--- src/rtl/target_controller_pkg.sv ---
// Shared definitions for the target controller: FSM state encoding and LFSR constants.
// game_start and game_score use the same encoding style.
package target_controller_pkg;

    typedef enum logic [1:0] {
        IDLE   = 2'd0,
        ACTIVE = 2'd1,
        HOLD   = 2'd2
    } state_t;

    // Fibonacci taps 16,14,13,11 expressed as bit positions 15,13,12,10
    localparam logic [15:0] LFSR_TAPS         = 16'hB400;
    localparam logic [15:0] LFSR_SEED_DEFAULT = 16'hACE1;

    function automatic logic [15:0] lfsr_next(input logic [15:0] q);
        return {q[14:0], ^(q & LFSR_TAPS)};
    endfunction

endpackage

--- src/rtl/target_controller_lfsr16.sv ---
// Free-running 16-bit Fibonacci LFSR; a nonzero seed keeps it out of the all-zero lock-up state.
module lfsr16
    import target_controller_pkg::*;
(
    input  logic        clk,
    input  logic        rst,
    input  logic [15:0] seed,
    output logic [15:0] q
);

    always_ff @(posedge clk) begin
        if (rst) q <= seed;
        else     q <= lfsr_next(q);
    end

endmodule

--- src/rtl/target_controller.sv ---
// Round target owner: spawns at a pseudo-random LED, steps every MOVE_TICKS cycles,
// and resolves each shot into a one-cycle hit or miss pulse.
module target_controller
    import target_controller_pkg::*;
#(
    parameter int          NUM_POS    = 16,
    parameter int          POS_W      = 4,
    parameter int          MOVE_TICKS = 50000000,
    parameter int          HOLD_TICKS = 25000000,
    parameter logic [15:0] LFSR_SEED  = LFSR_SEED_DEFAULT
) (
    input  logic               clk,
    input  logic               rst,
    input  logic               start,
    input  logic               jump_start,
    input  logic               shoot,
    input  logic [POS_W-1:0]   aim,
    output logic [POS_W-1:0]   target_pos,
    output logic [NUM_POS-1:0] target_led,
    output logic               hit,
    output logic               miss,
    output logic               busy
);

    localparam int MOVE_W = (MOVE_TICKS > 1) ? $clog2(MOVE_TICKS) : 1;
    localparam int HOLD_W = (HOLD_TICKS > 1) ? $clog2(HOLD_TICKS) : 1;
    localparam logic [MOVE_W-1:0] MOVE_LAST = MOVE_W'(MOVE_TICKS - 1);
    localparam logic [HOLD_W-1:0] HOLD_LAST = HOLD_W'(HOLD_TICKS - 1);

    state_t               state_q, state_d;
    logic [POS_W-1:0]     pos_q, pos_d;
    logic [NUM_POS-1:0]   led_q, led_d;
    logic                 hit_q, hit_d, miss_q, miss_d, busy_q, busy_d;
    logic                 dir_q, dir_d;
    logic [MOVE_W-1:0]    move_q, move_d;
    logic [HOLD_W-1:0]    hold_q, hold_d;
    logic [15:0]          lfsr_q;
    logic [POS_W-1:0]     cand, spawn_pos, step_pos;
    logic                 lfsr_unused;

    lfsr16 u_lfsr (
        .clk  (clk),
        .rst  (rst),
        .seed (LFSR_SEED),
        .q    (lfsr_q)
    );

    // Only the low position bits and the direction bit feed the spawn
    assign lfsr_unused = ^lfsr_q[14:POS_W];

    assign cand      = lfsr_q[POS_W-1:0];
    assign spawn_pos = (cand == pos_q) ? cand + POS_W'(1) : cand;
    assign step_pos  = dir_q ? pos_q - POS_W'(1) : pos_q + POS_W'(1);

    always_comb begin
        state_d = state_q;
        pos_d   = pos_q;
        dir_d   = dir_q;
        move_d  = move_q;
        hold_d  = hold_q;
        hit_d   = 1'b0;
        miss_d  = 1'b0;

        case (state_q)
            IDLE: begin
                move_d = '0;
                hold_d = '0;
                if (start && jump_start) begin
                    state_d = ACTIVE;
                    pos_d   = spawn_pos;
                    dir_d   = lfsr_q[15];
                end
            end
            ACTIVE: begin
                if (!start) begin
                    state_d = IDLE;
                    move_d  = '0;
                    hold_d  = '0;
                end else if (shoot && (aim == pos_q)) begin
                    // Hit compares against the pre-step position and cancels a coincident step
                    hit_d   = 1'b1;
                    state_d = HOLD;
                    hold_d  = '0;
                    move_d  = '0;
                end else begin
                    miss_d = shoot;
                    if (move_q == MOVE_LAST) begin
                        pos_d  = step_pos;
                        move_d = '0;
                    end else begin
                        move_d = move_q + 1'b1;
                    end
                end
            end
            HOLD: begin
                if (!start) begin
                    state_d = IDLE;
                    move_d  = '0;
                    hold_d  = '0;
                end else if (hold_q == HOLD_LAST) begin
                    state_d = ACTIVE;
                    pos_d   = spawn_pos;
                    dir_d   = lfsr_q[15];
                    move_d  = '0;
                    hold_d  = '0;
                end else begin
                    hold_d = hold_q + 1'b1;
                end
            end
            default: state_d = IDLE;
        endcase

        busy_d = (state_d != IDLE);
        led_d  = (state_d == ACTIVE) ? (NUM_POS'(1) << pos_d) : '0;
    end

    always_ff @(posedge clk) begin
        if (rst) begin
            state_q <= IDLE;
            pos_q   <= '0;
            led_q   <= '0;
            hit_q   <= 1'b0;
            miss_q  <= 1'b0;
            busy_q  <= 1'b0;
            dir_q   <= 1'b0;
            move_q  <= '0;
            hold_q  <= '0;
        end else begin
            state_q <= state_d;
            pos_q   <= pos_d;
            led_q   <= led_d;
            hit_q   <= hit_d;
            miss_q  <= miss_d;
            busy_q  <= busy_d;
            dir_q   <= dir_d;
            move_q  <= move_d;
            hold_q  <= hold_d;
        end
    end

    assign target_pos = pos_q;
    assign target_led = led_q;
    assign hit        = hit_q;
    assign miss       = miss_q;
    assign busy       = busy_q;

endmodule

--- config.mk ---
export PLATFORM = sky130hd
export DESIGN_NAME = target_controller
export DESIGN_NICKNAME = d
export VERILOG_FILES = /design/src/rtl/target_controller_pkg.sv /design/src/rtl/target_controller_lfsr16.sv /design/src/rtl/target_controller.sv
export SDC_FILE = /design/constraint.sdc
export NUM_CORES = 1
export LEC_CHECK = 0
export BUFFER_PORTS_ARGS = -buffer_cell sky130_fd_sc_hd__buf_4
export CAP_MARGIN = 10
export CORE_AREA = 2 2 97 99
export CTS_BUF_LIST = sky130_fd_sc_hd__clkbuf_4
export DETAILED_ROUTE_END_ITERATION = 8
export DIE_AREA = 0 0 99 101
export PLACE_DENSITY = 0.73
export SLEW_MARGIN = 15
export SYNTH_ARGS = -nofsm -noshare
export SYNTH_HDL_FRONTEND = slang
export SYNTH_SLANG_ARGS = --single-unit
--- constraint.sdc ---
create_clock -name clk -period 4.92 [get_ports clk]
set_input_delay 0 -clock clk [delete_from_list [all_inputs] [get_ports clk]]
set_output_delay 0 -clock clk [all_outputs]
set_load 0.05 [all_outputs]
* Word-level counts from Yosys, hierarchy flattened *
Index checks and enable logic that the tools add are counted.
Widths: inputs -> output; s select.

cells by class
  multipliers = 0
  shift-type cells = 1
  equality and inequality tests = 12
  reduce and logical (&&, ||, !) cells = 13
  div/mod/pow operators = 0
  $add $sub $neg = 5
  $lt $le $gt $ge = 0
  bitwise gates (word level) = 3
  multiplexer cells = 31

operator list
  operator               number
  $mux 26                5
  $mux 25                4
  $pmux 26 s3            1
  $pmux 25 s3            1
  $mux 4                 8
  $add 26x1->26 const B  1
  $eq 26x26->1 const B   1
  $add 25x1->25 const B  1
  $eq 25x25->1 const B   1
  $reduce_xor 16->1      1
  $shl 1x4->16 const A   1
  $pmux 4 s3             1
  $mux 2                 5
  $add 4x1->4 const B    2
  $eq 4x4->1             2
  $ne 2x2->1 const B     3
  $ne 3x3->1 const B     2
  $pmux 2 s3             1
  $eq 2x1->1 const B     2
  $mux 1                 4
  $reduce_and 2->1       2
  $reduce_and 4->1       1
  $reduce_bool 2->1      2
  $reduce_or 4->1        1
  other kinds (9)        12

word-level totals
  input bits = 9
  bits in latches = 0
  register bits = 93
  logic and storage cells = 75
  memory bits (writable) = 0
  ROM bits = 0
  memories kept = 0
  output and inout bits = 23

* Longest topological paths before layout *
Gate-level depths: netlist of run 1.

  word-level depth = 8
  gate-level depth with buffers = 9
  depth with buffers taken out = 8

* Modules after synthesis *
Synthesis of run 1 repeated with hierarchy kept, for this count alone.

unflattened totals
  cell total of the unflattened synthesis = 503
  area total of the unflattened synthesis = 4604.4 um^2

modules (own cells, without submodules)
  module             cells an instance  times used  sequential area each (um^2)  area an instance (um^2)
  target_controller  465                1           1541.5                       4018.9
  lfsr16             38                 1           320.3                        585.6

* Least setup slack after synthesis of run 1 *
No wires, ideal clock.

  kind = reg2reg
  start point = register pos_q[0], in the netlist target_pos[0]
  end point = register move_q[11]
  arrival = 2534 ps
  buffers on the path = 2
  period minus slack after synthesis = 2604 ps
  cell stages (with the launch flop) = 9
  slack = 2316 ps
  data required time = 4850 ps
  setup time = 70 ps
  cells stage by stage = dfxtp_1 buf_2 xnor2_1 and2_1 nand2_1 or3b_2 clkbuf_1 or4b_1 a21oi_1

on the way
  cells in the longest elaborated chain, start to end = 5

RTL lines
  what                    line                      source
  from (decl)             target_controller.sv:31   logic [POS_W-1:0] pos_q, pos_d;
  from (signal assigned)  target_controller.sv:130  pos_q <= pos_d;
  $eq 4x4->1              target_controller.sv:79   end else if (shoot && (aim == pos_q)) begin
  $logic_and 1x1->1       target_controller.sv:79
  $mux 26                 target_controller.sv:79
  $mux 26                 target_controller.sv:75   if (!start) begin
  $pmux 26 s3             target_controller.sv:64   case (state_q)
  to (signal assigned)    target_controller.sv:136  move_q <= move_d;
  to (decl)               target_controller.sv:35   logic [MOVE_W-1:0] move_q, move_d;

Every way passes these cells.
A chain may end at the register's enable or synchronous reset.

* Worst setup path in the final report of run 1 *
  start point = register hold_q[0]
  end point = register move_q[11]

on the way
  cells in the longest elaborated chain, start to end = 3

RTL lines
  what                        line                      source
  from (decl)                 target_controller.sv:36   logic [HOLD_W-1:0] hold_q, hold_d;
  from (signal assigned)      target_controller.sv:137  hold_q <= hold_d;
  $eq 25x25->1                target_controller.sv:100  end else if (hold_q == HOLD_LAST) begin
  $ne 3x3->1 (no line)        --
  $reduce_and 2->1 (no line)  --

Every way passes these cells.

==> results.ini, run 1 <==
[run_status]
status=complete, no violations

[grt]
grt_start_max_net_pins=32
grt_pass1_wl_microns=15100
track_usage_pct=18.6
antenna_found_initial=0
grt_overflow=0
grt_pass1_vias=3205

[synthesis]
synth_top_area_cell=dfxtp_1
postSynthCellCount=498
syn_avg_cell_area_sq_um=8.66
synth_edf_count=0
synthArstFlopShare_pct=0
synth_area_leaders=dfxtp_1 43%, nor2_1 7.1%, xnor2_1 5.3%, xor2_1 4.7%, nand3_1 3.7%
netlist_area_sq_um=4310
synth_top_family_by_area=simple AND/OR/NAND/NOR gates
synth_nets=513
ys_types=60
synth_xor_area_share_pct=9.96
synth_fa_ha_area_share_pct=1.92
ys_ff_latch=93
synth_top_area_share_pct=43.2
synth_seq_area_share_pct=43.2
synth-simple-area-share_pct=32.0
ys.flop_type=dfxtp_1
synth_warnings=0
synth_compound_area_share_pct=9.84
synth_mux_area_share_pct=0.697

[setup_path]
cp-end-kind=flip-flop
cp_data_required_time_ps=5290
r2r_setup_slack_ps=2190
crit_type=reg2reg
reg2reg_depth=7
cp-endpoint=move_q[11]
startpoint_type=flip-flop
critPathArrivalTime_ps=3100
cp_max_fo=10
reg2reg_to=move_q[11]
startpoint=hold_q[0]
r2r_start=hold_q[0]

[job]
drv_cap=0

[sta]
skew_ps=20.4
fmax_mhz=366
setup_violations=0
rsz0062_at_grt=no
period_needed_ps=2730
fin_crit_sh_pct=55.5
tightestPinTransition_ps=768
slew_viol_final=0
finalHoldViolCount=0
slew_headroom_pct=48.8
fin_tns_setup_ps=0

[floorplanning]
dieArea_sq_um=10000
die_height_microns=101
row_count=35
dieWidth_microns=99
start_util_pct=48.0
pin_count=32
core_sq_um=8980

[final_layout]
area_growth_pct=10.8
layout.nets=540
final_core_util_pct=53.2
drive_above_1_share_pct=12.9
diodes=0

[placed_design]
numPortBuffers=31
gp_congestion=0.819
hpwl_microns=6260

[clock_network]
post_cts_resized=0
clkTransAtPathRegs_ps=150
h-tree-depth=3
clk_latency_ps=450
cts.sink_count=93
cts_root_buf=clkbuf_4
post_cts_buffers=0
clk_path_buf_depth=2
numCtsBuffers=9
cts_tree=yes

[worst_hold_path]
holdCritStartpoint=aim[0]
hold_path_class=in2reg

[detailed_routing]
drt-wirelength-per-cell_microns=13.9
routed_wl_microns=8920
via_per_inst=5.51
vias=3527
dr.pass1.iters=4
ant_nets=0
drtIter0Drc=109
drc_errors=0

[pwr]
powerDensity_nw_per_um2=274
ir_drop_v=0.000139
p_leak_nw=1.61

cell usage in the layout (no fill, tap or decap), drive strengths merged, types with 3 or more instances in the layout:
cell	n
a21o	4
nor2	81
nand3b	6
or4b	3
clkbuf	9
ha	5
mux2i	3
xor2	23
dfxtp	93
a21oi	22
o21ai	20
nor2b	11
and4	5
and3	8
buf	32
nor4b	3
or4	4
nand2	36
nor4	4
inv	6
nand3	32
clkinv	3
nand4	13
nand2b	3
dlygate4sd3	3
or3b	4
or2	11
or3	10
xnor2	26
nor3	11
where the power goes:
| part | total, mW | leakage (nW) | internal (mW) | switching [mW] |
|---|---|---|---|---|
| combinational | 0.105 | 0.785 | 0.0443 | 0.0609 |
| sequential | 0.784 | 0.754 | 0.768 | 0.0160 |
| clock | 0.421 | 0.0726 | 0.157 | 0.264 |
| total | 1.31 | 1.61 | 0.969 | 0.341 |
how the worst min path moves through the flow:
stage | cells after the start | endpoint | slack, ps
floorplan | 1 | state_q[0] | 130
global placement | 2 | miss | 320
detailed placement | 2 | miss | 320
finish | 5 | state_q[1] | 40
CTS | 5 | state_q[1] | 6
global route | 5 | state_q[1] | 30
cell usage after synthesis (2+ instances only):
master     number
dfxtp_1        93
nor2_1         81
nand2_1        36
nand3_1        32
xnor2_1        26
xor2_1         23
a21oi_1        22
o21ai_0        19
clkbuf_1       13
nand4_1        13
nor2b_1        11
nor3_1         10
or2_2          10
or3_1          10
and3_1          8
nand3b_1        6
and4_1          5
ha_1            5
inv_1           5
a21o_1          4
or4_1           4
buf_2           3
mux2i_1         3
nand2b_1        3
nor4b_1         3
or3b_2          3
a211oi_2        2
a31oi_1         2
and2_1          2
and3b_1         2
buf_1           2
nand4bb_1       2
nor3b_1         2
nor4_1          2
nor4_2          2
nor4bb_1        2
o21a_1          2
or4b_1          2
or4bb_1         2
logic make-up after synthesis:
group	count (synthesis)
compound gates	65
xor+xnor	49
fa+ha+maj	6
buf+inv	24
flops	93
mux	3
simple gates	258
flip-flops by register name, summed over array words and instances (netlist names):
name	count
busy	1
dir_q	1
hit	1
hold_q	25
miss	1
move_q	26
state_q	2
target_led	16
target_pos	4
u_lfsr.q	16
layout make-up:
cell class	count	area, sq um
fillers	837	4200
multi-input cells	381	2350
flip-flops and latches	93	1860
repair buffers	35	270
well taps	111	139
clock inverters	6	72.6
clock buffers	9	67.6
inverters	5	18.8
routing by layer:
layer  global-route usage (%)  share of wire, %  vias to the layer above
li1                         -                 -                     1795
met1                     23.8                48                     1647
met2                     30.8                46                       72
met3                     4.30               4.4                       13
met4                     6.64               1.5                        0
met5                        0                 0                        -
worst max-delay path, stage by stage (launching register included):
cell and delay, ps:
dfxtp_1 390, ha_1 250, nand2_1 150, or2_1 310, o41ai_4 620, nand3_1 280, or4b_1 520, a21oi_1 150
metrics by stage:
step | cell area, sq um | total power [mW] | setup WS, ps | cells | hold slack [ps]
5_1_grt | 4780 | 1.36 | 1900 | 640 | 26.7
4_1_cts | 4780 | 1.32 | 2190 | 640 | 5.56
3_5_place_dp | 4610 | 0.903 | 2220 | 622 | 318
6_report | 4780 | 1.31 | 2190 | 640 | 35.9
3_3_place_gp | 4610 | 0.901 | 2280 | 622 | 320
2_1_floorplan | 4310 | 0.875 | 2320 | 498 | 128
what timing repair did:
action / 4_1_cts / 5_1_grt
hold buffers: 3 / 0
endpoints found under the setup margin: 0 / 0
hold endpoints to repair: 21 / 0
Power figures use the tool's default switching activity.
==> run 2: changes to the inputs <==
Settings changed: ABC_AREA set to 1, CORE_AREA 2 2 97 99 to 2 2 103 105, DIE_AREA 0 0 99 101 to 0 0 105 107, PLACE_DENSITY 0.73 to 0.72.
Clock period 4.92 ns to 2.84 ns, I/O delays scaled along.
==> run 2 against run 1 <==
  * Core utilization decreased by 0.45 points
  * Clock power increased by 61%
  * Sequential power is 73% higher
  * Critical path depth rose by 5
  * Global-route usage grew 2.5 points
  * Synthesized cell count rose by 38%
  * Final cell count rose by 35%
  * Setup slack got worse by 1800 ps
  * Sequential share of layout area is 4.0 points lower
  * Largest power group unchanged
==> results.ini, run 2 <==
[setup_path]
reg2reg_to=hold_q[12]
cp_data_required_time_ps=3190
reg2reg_depth=12
max_stage_delay_ps=590
crit_type=reg2reg
startpoint_type=flip-flop
cp-end-kind=flip-flop
critPathArrivalTime_ps=2750
r2r_start=target_pos[0]
r2r_setup_slack_ps=430
cp_cell_sequence=inv_2 -> nand2_2 -> nand2_2 -> nor2_4 -> nand3_4 -> nand2_4 -> nand2_4 -> inv_1 -> nand2_1 -> nor2_1 -> nand2_1 -> o211a_1
crit_path_top_delay_cell=dfxtp_1
cp_max_fo=12

[final_layout]
top_register=move_q
largest_reg_flops=26
final_cell_mix=140 x nand2_1, 100 x nor2_1, 93 x dfxtp_1, 84 x inv_1, 58 x nand3_1
area_growth_pct=10.4
layout.nets=736
final_common_cell=nand2_1
final_area_sq_um=5330
drive_above_1_share_pct=13.1
final_cell_count_no_fill=861
diodes=0
reg_top3=move_q (26), hold_q (25)

[synthesis]
synth_nets=701
synth_area_leaders=dfxtp_1 39%, nand2_1 11%, nor2_1 7.8%, inv_1 6.5%, nand3_1 6.0%
ys_ff_latch=93
postSynthCellCount=686
synthArstFlopShare_pct=0
netlist_area_sq_um=4820
synth_warnings=0
synth_top_area_share_pct=38.6
syn_avg_cell_area_sq_um=7.03
yosysMostFrequentCell=nand2_1
synth_edf_count=0
ys.flop_type=dfxtp_1
synth_seq_area_share_pct=38.6
ys_types=50
synth_top_area_cell=dfxtp_1
ys_top_cells_by_count=140 x nand2_1, 100 x nor2_1, 93 x dfxtp_1

[grt]
grt_pass1_vias=4182
track_usage_pct=21.1
antenna_found_initial=0
grt_start_max_net_pins=42
grt_pass1_wl_microns=19400
grt_overflow=0

[clock_network]
cts_root_buf=clkbuf_4
numCtsBuffers=9
clk_latency_ps=480
cts_tree=yes
clkTransAtPathRegs_ps=180
cts.sink_count=93
post_cts_buffers=0
h-tree-depth=3
clk_path_buf_depth=2

[floorplanning]
pin_count=32
dieArea_sq_um=11200
dieWidth_microns=105
die_height_microns=107
core_sq_um=10100
start_util_pct=47.8
row_count=37

[job]
drv_cap=0

[sta]
slew_viol_final=0
skew_ps=40.8
fmax_mhz=415
period_needed_ps=2410
fin_tns_setup_ps=0
tightestPinTransition_ps=445
rsz0062_at_grt=no
fin_crit_sh_pct=84.7
setup_violations=0
finalHoldViolCount=0
slew_headroom_pct=70.3

[detailed_routing]
drt-wirelength-per-cell_microns=13.1
vias=4496
via_per_inst=5.22
dr.pass1.iters=5
routed_wl_microns=11300
drc_errors=0
ant_nets=0
drtIter0Drc=320

[pwr]
switching_share_pct=29.5
p_leak_nw=2.15
clock_power_share_pct=29.8
cellInternalPower_mw=1.60
comb_power_share_pct=10.5
p_seq_share_pct=59.7
ir_drop_v=0.000326
switchingPower_uw=671
powerDensity_nw_per_um2=427
total_power_mw=2.27

[worst_hold_path]
hold_path_class=in2reg
holdCritStartpoint=aim[2]
hold_path_end=miss
hold_path_depth=5

[placed_design]
gp_congestion=0.951
placedCellCount=842
numPortBuffers=31
place_area_sq_um=5160
hpwl_microns=8380

[run_status]
status=complete, no violations

## run 2: cell count changes in the layout (fill, tap and decap cells not counted), moves of 15 or more
cell / before / now
inv_1: 5 / 84
nand3_1: 32 / 58
nor2_1: 81 / 100
nand2_1: 36 / 140
xnor2_1: 26 / 8
a21oi_1: 22 / 37
## run 2: power groups by stage
stage                     combinational, mW  sequential, mW  clock, mW
after detailed placement              0.233            1.39          0
after global routing                  0.270            1.36      0.754
after CTS                             0.238            1.36      0.693
final                                 0.239            1.36      0.676
after floorplan                       0.154            1.40          0
after global placement                0.231            1.38          0
## run 2: worst max-delay path by stage
stage | startpoint | slack (ps) | end
after CTS | target_pos[0] | 470 | hold_q[12]
after global placement | target_pos[1] | 670 | hold_q[12]
final | target_pos[0] | 430 | hold_q[12]
after detailed placement | target_pos[0] | 530 | hold_q[12]
after floorplan | target_pos[0] | 710 | hold_q[19]
after global routing | move_q[0] | 180 | move_q[14]
## run 2: repair_timing
action | 4_1_cts | 5_1_grt
hold endpoints to repair | 28 | 0
resized for setup | 0 | 0
hold buffers | 4 | 0
## run 2: cell families (layout without fill, tap and decap cells)
group           after synthesis  after routing  synth area share, %
compound gates               74             74                 9.21
buf+inv                     105            144                 8.82
fa+ha+maj                     6              6                 1.71
flops                        93             93                 38.6
xor+xnor                     28             28                 5.08
simple gates                380            380                 36.6
## run 2: metal layers
layer	share of wire (%)	track usage [%]
met4	2.7	9.62
met1	46	27.7
met2	45	33.6
met5	0	0
met3	5.5	4.07
## run 2: area by class of cell
class                      instances  area [sq um]
fill                            1013          4770
multi-input combinational        488          2540
tap                              136           170
clock buffer                       9          67.6
sequential                        93          1860
inverter                          92           348
timing repair buffer              37           288
clock inverter                     6          52.6
## run 2: worst max-delay path, delay by kind of cell, from the launching register on
| family | cells | cell delay [ps] |
|---|---|---|
| flops | 1 | 590 |
| simple gates | 9 | 1090 |
| buf+inv | 2 | 390 |
| compound gates | 1 | 210 |
## run 2: stage by stage
step / hold slack (ps) / worst slack, ps / util [%]
after floorplan: 128 / 711 / -
after global placement: 273 / 672 / 51.2
after detailed placement: 264 / 535 / 51.2
after CTS: 79.5 / 466 / 52.8
after global routing: 108 / 183 / 52.8
final: 81.2 / 433 / 52.8
